File: src/rtl/simd_sequencer.sv
// Program sequencer: walks instruction slots and issues one datapath operation
// per data chunk in each instruction's [F..L] range over a valid/ready handshake.
module simd_sequencer #(
   parameter int CHUNKS    = 16,
   parameter int INS_DEPTH = 256
) (
   input  logic                         CLK,
   input  logic                         RSTN,
   input  logic                         START,
   input  logic                         ABORT,
   input  logic [31:0]                  INS_IN,
   output logic [$clog2(INS_DEPTH)-1:0] SEQ_INS,
   output logic [$clog2(CHUNKS)-1:0]    SEQ_DATC,
   output logic                         OP_VALID,
   input  logic                         OP_READY,
   output logic [7:0]                   OP_CODE,
   output logic                         OP_LAST,
   output logic                         BUSY,
   output logic                         DONE,
   output logic                         ERR
);
   localparam int DW = $clog2(CHUNKS);
   localparam int IW = $clog2(INS_DEPTH);

   localparam logic [1:0] IDLE  = 2'd0;
   localparam logic [1:0] FETCH = 2'd1;
   localparam logic [1:0] ISSUE = 2'd2;
   localparam logic [1:0] FIN   = 2'd3;

   logic [1:0]    state_q, state_d;
   logic [IW-1:0] ins_q, ins_d;
   logic [DW-1:0] datc_q, datc_d;
   logic [DW-1:0] last_q, last_d;
   logic [7:0]    code_q, code_d;
   logic          err_q, err_d;

   logic [7:0]    ins_op;
   logic [DW-1:0] ins_f, ins_l;
   logic          unused_ins_bits;

   assign ins_op          = INS_IN[31:24];
   assign ins_f           = DW'(INS_IN[23:20]);
   assign ins_l           = DW'(INS_IN[19:16]);
   assign unused_ins_bits = ^INS_IN[15:0];

   always_comb begin
      state_d = state_q;
      ins_d   = ins_q;
      datc_d  = datc_q;
      last_d  = last_q;
      code_d  = code_q;
      err_d   = err_q;
      case (state_q)
         IDLE: begin
            if (START) begin
               state_d = FETCH;
               ins_d   = '0;
               err_d   = 1'b0;
            end
         end
         FETCH: begin
            if (ABORT) begin
               state_d = IDLE;
            end else if (ins_op == 8'h00) begin
               state_d = FIN;
            end else if (ins_f > ins_l) begin
               err_d   = 1'b1;
               state_d = FIN;
            end else begin
               code_d  = ins_op;
               datc_d  = ins_f;
               last_d  = ins_l;
               state_d = ISSUE;
            end
         end
         ISSUE: begin
            // ABORT wins over a same-cycle handshake, so no transfer happens
            if (ABORT) begin
               state_d = IDLE;
            end else if (OP_READY) begin
               if (datc_q < last_q) begin
                  datc_d = datc_q + 1'b1;
               end else if (ins_q == IW'(INS_DEPTH - 1)) begin
                  state_d = FIN;
               end else begin
                  ins_d   = ins_q + 1'b1;
                  state_d = FETCH;
               end
            end
         end
         default: state_d = IDLE;
      endcase
   end

   always_ff @(posedge CLK) begin
      if (!RSTN) begin
         state_q <= IDLE;
         ins_q   <= '0;
         datc_q  <= '0;
         last_q  <= '0;
         code_q  <= '0;
         err_q   <= 1'b0;
      end else begin
         state_q <= state_d;
         ins_q   <= ins_d;
         datc_q  <= datc_d;
         last_q  <= last_d;
         code_q  <= code_d;
         err_q   <= err_d;
      end
   end

   assign SEQ_INS  = ins_q;
   assign SEQ_DATC = datc_q;
   assign OP_CODE  = code_q;
   assign ERR      = err_q;
   assign OP_VALID = (state_q == ISSUE);
   assign OP_LAST  = OP_VALID && (datc_q == last_q);
   assign BUSY     = (state_q == FETCH) || (state_q == ISSUE);
   assign DONE     = (state_q == FIN);
endmodule

File: config.mk
export PLATFORM = sky130hd
export DESIGN_NAME = simd_sequencer
export DESIGN_NICKNAME = d
export VERILOG_FILES = /design/src/rtl/simd_sequencer.sv
export SDC_FILE = /design/constraint.sdc
export NUM_CORES = 1
export LEC_CHECK = 0
export CAP_MARGIN = 10
export CORE_ASPECT_RATIO = 1.25
export CORE_MARGIN = 4
export CORE_UTILIZATION = 44
export CTS_CLUSTER_DIAMETER = 30
export DETAILED_ROUTE_END_ITERATION = 12
export PLACE_DENSITY = 0.77
export SLEW_MARGIN = 0
export SYNTH_ARGS = -nofsm -noshare
export SYNTH_HDL_FRONTEND = slang
export SYNTH_SLANG_ARGS = --single-unit
File: constraint.sdc
create_clock -name CLK -period 2.1 [get_ports CLK]
set_clock_uncertainty 0.15 [all_clocks]
set_input_delay 0.315 -clock CLK [delete_from_list [all_inputs] [get_ports CLK]]
set_output_delay 0.315 -clock CLK [all_outputs]
set_load 0.02 [all_outputs]
Yosys cells after proc, flatten, opt, wreduce, memory -nomap -nowiden

Cells that the tools add are included.

Bits in registers: 27
Bits of input ports: 37
Output and inout port bits: 25
Word-level logic and storage cells: 69

Add/sub/neg operators: 2
$lt $le $gt $ge: 2
Eq/ne operators: 17
Muxes and demuxes: 27
Bitwise logic cells: 3
Reductions and logical operators: 12

Operators by type and width:

| kind                                           | number |
|---|---|
| two-way mux 8 bit                              | 5 |
| two-way mux 4 bit                              | 6 |
| != test 2 bit (second input constant)          | 8 |
| case mux 8 bit (2 select lines)                | 1 |
| two-way mux 2 bit                              | 6 |
| adder 8 x 1 -> 8 bit (second input constant)   | 1 |
| == test 8 bit (second input constant)          | 1 |
| logical NOT 8 bit                              | 1 |
| case mux 4 bit (2 select lines)                | 1 |
| AND reduction 7 bit                            | 1 |
| two-way mux 1 bit                              | 6 |
| case mux 2 bit (3 select lines)                | 1 |
| AND reduction 6 bit                            | 1 |
| nonzero test 2 bit                             | 3 |
| AND reduction 5 bit                            | 1 |
| adder 4 x 1 -> 4 bit (second input constant)   | 1 |
| == test 2 bit (second input constant)          | 2 |
| == test 4 bit                                  | 1 |
| greater-than comparator 4 bit                  | 1 |
| < comparator 4 bit                             | 1 |
| != test 2 x 1 -> 1 bit (second input constant) | 2 |
| AND reduction 4 bit                            | 1 |
| != test 3 x 2 -> 1 bit (second input constant) | 1 |
| != test 3 bit (second input constant)          | 1 |
| other kinds (7)                                | 9 |

Longest topological paths before layout

Gate-level depths: netlist (run 1).

Depth after elaboration: 6
Mapped depth: 8
Mapped depth without buffers: 7

Worst setup path before layout (run 1)

No wires, ideal clock.

Path type: register to register
Start point: reg datc_q[1] (netlist: SEQ_DATC[1])
End point: reg datc_q[0] (netlist: SEQ_DATC[0])
Library setup time: 0.070 ns
Arrival time: 1.868 ns
Required time: 1.880 ns
Path slack: 0.011 ns
Stages on the path, launching flop included: 7
Buffers on the path: 0
Period minus slack after synthesis: 2.089 ns
Path through: dfxtp_1 -> ha_1 -> nor2b_1 -> o21bai_1 -> a41oi_2 -> or4_1 -> a21oi_1

Cells in the longest elaborated chain, start to end: 3

RTL lines:

| element                          | RTL line | text |
|---|---|---|
| start, declared                  | 32       | `logic [DW-1:0] datc_q, datc_d;` |
| start signal, assigned           | 106      | `datc_q <= datc_d;` |
| < comparator 4 bit               | 81       | `if (datc_q < last_q) begin` |
| != test 2 x 1 -> 1 bit (no line) | n/a      |  |
| AND reduction 7 bit (no line)    | n/a      |  |

Every way passes these cells.
A chain may end at the register's enable or synchronous reset.

Worst setup path after layout (run 1)

Start point: reg last_q[1]
End point: reg datc_q[0] (netlist: SEQ_DATC[0])

Cells in the longest elaborated chain, start to end: 3

RTL lines:

| element                          | RTL line | text |
|---|---|---|
| start, declared                  | 33       | `logic [DW-1:0] last_q, last_d;` |
| start signal, assigned           | 107      | `last_q <= last_d;` |
| < comparator 4 bit               | 81       |  |
| != test 2 x 1 -> 1 bit (no line) | n/a      |  |
| AND reduction 7 bit (no line)    | n/a      |  |

Every way passes these cells.

==> results of run 1 <==
-- metal layers --
| metal | vias up | global-route usage, % |
|---|---|---|
| li1 | 874 | - |
| met1 | 835 | 22.8 |
| met2 | 57 | 36.2 |
| met3 | 6 | 3.65 |
| met4 | 0 | 5.18 |
| met5 | - | 0 |
-- what timing repair did --
action,CTS,global route
pin swaps,8,5
setup endpoints to repair,8,31
cloned,0,2
hold buffers,0,0
buffers inserted,7,1
resized for setup,14,16
-- through the flow --
step | area, um2 | utilization [%] | std cells
3_5_place_dp | 2420 | 67.7 | 305
6_report | 2650 | 74.2 | 319
2_1_floorplan | 1680 | - | 193
5_1_grt | 2650 | 74.2 | 319
4_1_cts | 2550 | 71.4 | 316
3_3_place_gp | 2420 | 67.7 | 305
-- registers in the layout, indices dropped and copies added, names as in the netlist --
signal / cells
SEQ_DATC: 4
SEQ_INS: 8
ERR: 1
last_q: 4
OP_CODE: 8
state_q: 2
-- final cells by class --
class                   instances  area [um2]
repair buffers                 89         810
fillers                       262         923
clock buffers                   3        41.3
well taps                      39        48.8
multi-input cells             146        1150
clock inverters                 1        5.00
flip-flops and latches         27         543
inverters                      14        52.6
-- worst reg2reg max path: cells and delay by family, from the launching register on --
kind	cells	cell delay, ns
AOI/OAI and AO/OA	3	0.53
adders and majority gates	1	0.30
buffers and inverters	1	0.05
DFF	1	0.36
and+or+nand+nor	2	0.67
-- Yosys cell counts (2+ instances only) --
library cell,count,area (um2)
nand4_1,2,12.5
o211ai_1,3,22.5
nand2_1,17,63.8
dfxtp_1,27,541
or3_1,3,18.8
ha_1,14,175
nor2_1,17,63.8
nand3_1,12,60.1
a2111o_1,3,33.8
nor2b_1,2,12.5
o2111ai_1,2,17.5
a21oi_1,13,65.1
mux2i_1,14,140
and2b_2,2,17.5
or2_2,2,12.5
o21ai_0,7,35.0
clkbuf_1,5,18.8
nor4_1,2,12.5
inv_1,14,52.6
o41ai_1,3,26.3
-- worst max path at each step --
| stage | from | slack [ns] | endpoint | cells after the start |
|---|---|---|---|---|
| after floorplan | SEQ_DATC[1]$_SDFFE_PN0P_ | 0.01 | SEQ_DATC[0]$_SDFFE_PN0P_ | 6 |
| after global placement | INS_IN[19] | -0.35 | SEQ_DATC[0]$_SDFFE_PN0P_ | 8 |
| after detailed placement | INS_IN[19] | -0.43 | SEQ_DATC[0]$_SDFFE_PN0P_ | 8 |
| after CTS | INS_IN[22] | 0.004 | SEQ_DATC[0]$_SDFFE_PN0P_ | 7 |
| after global routing | last_q[1]$_SDFFE_PN0P_ | -0.11 | SEQ_DATC[0]$_SDFFE_PN0P_ | 7 |
| final | last_q[1]$_SDFFE_PN0P_ | -0.03 | SEQ_DATC[0]$_SDFFE_PN0P_ | 7 |
-- where the power goes --
part,leakage (nW),internal (mW),switching (mW),total [mW]
logic,0.941,0.356,0.355,0.711
clock network,0.0255,0.133,0.171,0.304
registers,0.220,0.541,0.0179,0.559
total,1.19,1.03,0.544,1.57
-- kinds of logic after synthesis --
group / share of synthesized area (%)
AOI/OAI and AO/OA: 21.3
xor gates and xnor gates: 1.04
adders and majority gates: 10.4
buffers and inverters: 5.35
DFF: 32.1
muxes: 8.33
and+or+nand+nor: 21.4
==> flow_summary_export.csv, run 1 <==
group,metric,value,unit
floorplan,initial_utilization,47.1,%
global_routing,grt_pass1_wl,7950,um
min_path,hold_crit_start,"INS_IN[16]",
synth,synth-warning-count,0,
drt,met2_length,2640,um
floorplan,rows,24,
sta,final.period_utilization,101,%
critical_path,crit_path_top_delay_cell,"or4_4",
critical_path,critPathCaptureType,"flop",
sta,maxSlewViolCount,0,
synth,synth_seq_area_share,32.1,%
critical_path,worstSetupPathType,"reg -> reg",
drt,postRouteWirelength,5040,um
clock_network,cts.sink_count,27,
layout,final_layout_size_suffix_gt1_share,26.8,%
synth,syn-mean-instance-area,8.72,um2
sta,final_hold_violations,0,
global_routing,grt_antenna_before_repair,0,
critical_path,worst_r2r_endpoint,"SEQ_DATC[0]$_SDFFE_PN0P_",
synth,dominantRegCellSynth,"dfxtp_1",
synth,synthesis.nets,244,
sta,setup_violations,1,
critical_path,critical_path.max_fanout,5,
drt,met3RoutedLength,282,um
power,cellPowerDensity,594,mW/mm2
power,vdd_ir_drop_max,0.307,mV
clock_network,tritoncts,"yes",
critical_path,reg2reg_setup_slack,-0.03,ns
critical_path,ff2ff_path_depth,7,
drt,vias,1772,
drt,route.layer.met1.wl,2060,um
floorplan,core_area,0.00357,mm2
critical_path,critical-path-top-delay-family,"simple AND/OR/NAND/NOR gates",
critical_path,worst-endpoint-required,2.16,ns
floorplan,die_y,77.1,um
placement,preCtsSetupSlack,-0.428,ns
sta,max_clock_freq,470,MHz
sta,period_needed,2.13,ns
global_routing,grt-ovfl-total,0,
clock_network,clk_pin_slew,0.09,ns
placement,port-buffer-count,45,
global_routing,gr-usage-all-layers,19.6,%
min_path,hold_end,"last_q[0]$_SDFFE_PN0P_",
drt,ant_nets,0,
critical_path,regToRegStartpoint,"last_q[1]$_SDFFE_PN0P_",
drt,detailedRoute.firstPassIterationCount,4,
synth,syn-instance-count,193,
job,drv_cap,0,
drt,vias_per_cell,5.55,
synth,synth-seq-cells,27,
drt,top_routing_layer_used,"met4",
clock_network,cts_made_buffers,3,
drt,wire_per_inst,15.8,um
clock_network,clock_insertion_delay_worst_skew,0.27,ns
floorplan,width_of_the_die,63.3,um
sta,grt_setup_unrepaired,"true",
synth,proportion_of_register_bits_with_asynchronous_set_or_reset_after_synthesis,0,%
min_path,worstHoldPathCells,3,
drt,remaining_drc_errors,0,
sta,setup_slack,-0.0298,ns
status,outcome,"finished with violations",
status,violations_in_the_final_reports,"negative setup slack",
power,p_leak,1.19,nW
global_routing,vias_in_the_first_global_route,1776,
sta,finalHoldWorstSlack,0.190,ns
min_path,worstHoldPathType,"in -> reg",
power,total_power,1.57,mW
critical_path,critical_path.cell_chain,"inv_1 > ha_1 > nor2b_1 > o21bai_1 > a41oi_2 > or4_4 > a21oi_2",
critical_path,cp.buffers_inverters,1,
global_routing,grt_start_max_net_pins,16,
layout,mostFrequentLayoutCell,"buf_4",
floorplan,design.portCount,62,
synth,distinct_cell_type_count_of_the_synthesized_netlist,49,
sta,pin_slew_with_the_least_headroom_to_its_limit,0.435,ns
layout,antenna_cells_inserted,0,
layout,syn_to_final_growth,57.5,%
critical_path,cp_slowest_stage_delay,0.52,ns
floorplan,die-area,0.00488,mm2
layout,final_net_count,332,
sta,worst_slew_margin_rel,70.7,%
drt,drtIter0Drc,103,
sta,tns,-0.0298,ns
placement,dp.final_hpwl,3520,um
critical_path,cp-start-kind,"flop",
clock_network,clk_root_buffer_cell,"clkbuf_8",
critical_path,arrival,2.19,ns
synth,synth_edf_count,0,
clock_network,clockBufferDepth,2,
placement,gp_routability_congestion,0.830,
clock_network,htree_levels,1,
layout,mostFrequentLayoutCells,"42 x buf_4, 35 x clkdlybuf4s50_1, 25 x dfxtp_1",
synth,syn-cell-area,0.00168,mm2
Note: power is estimated with default switching activity, not from simulation.
==> run 2, diff against run 1 <==
- CAP_MARGIN: 10 -> not set
==> results of run 2 <==
Same layout as run 1: the final DEF is identical, and so are final timing and power.
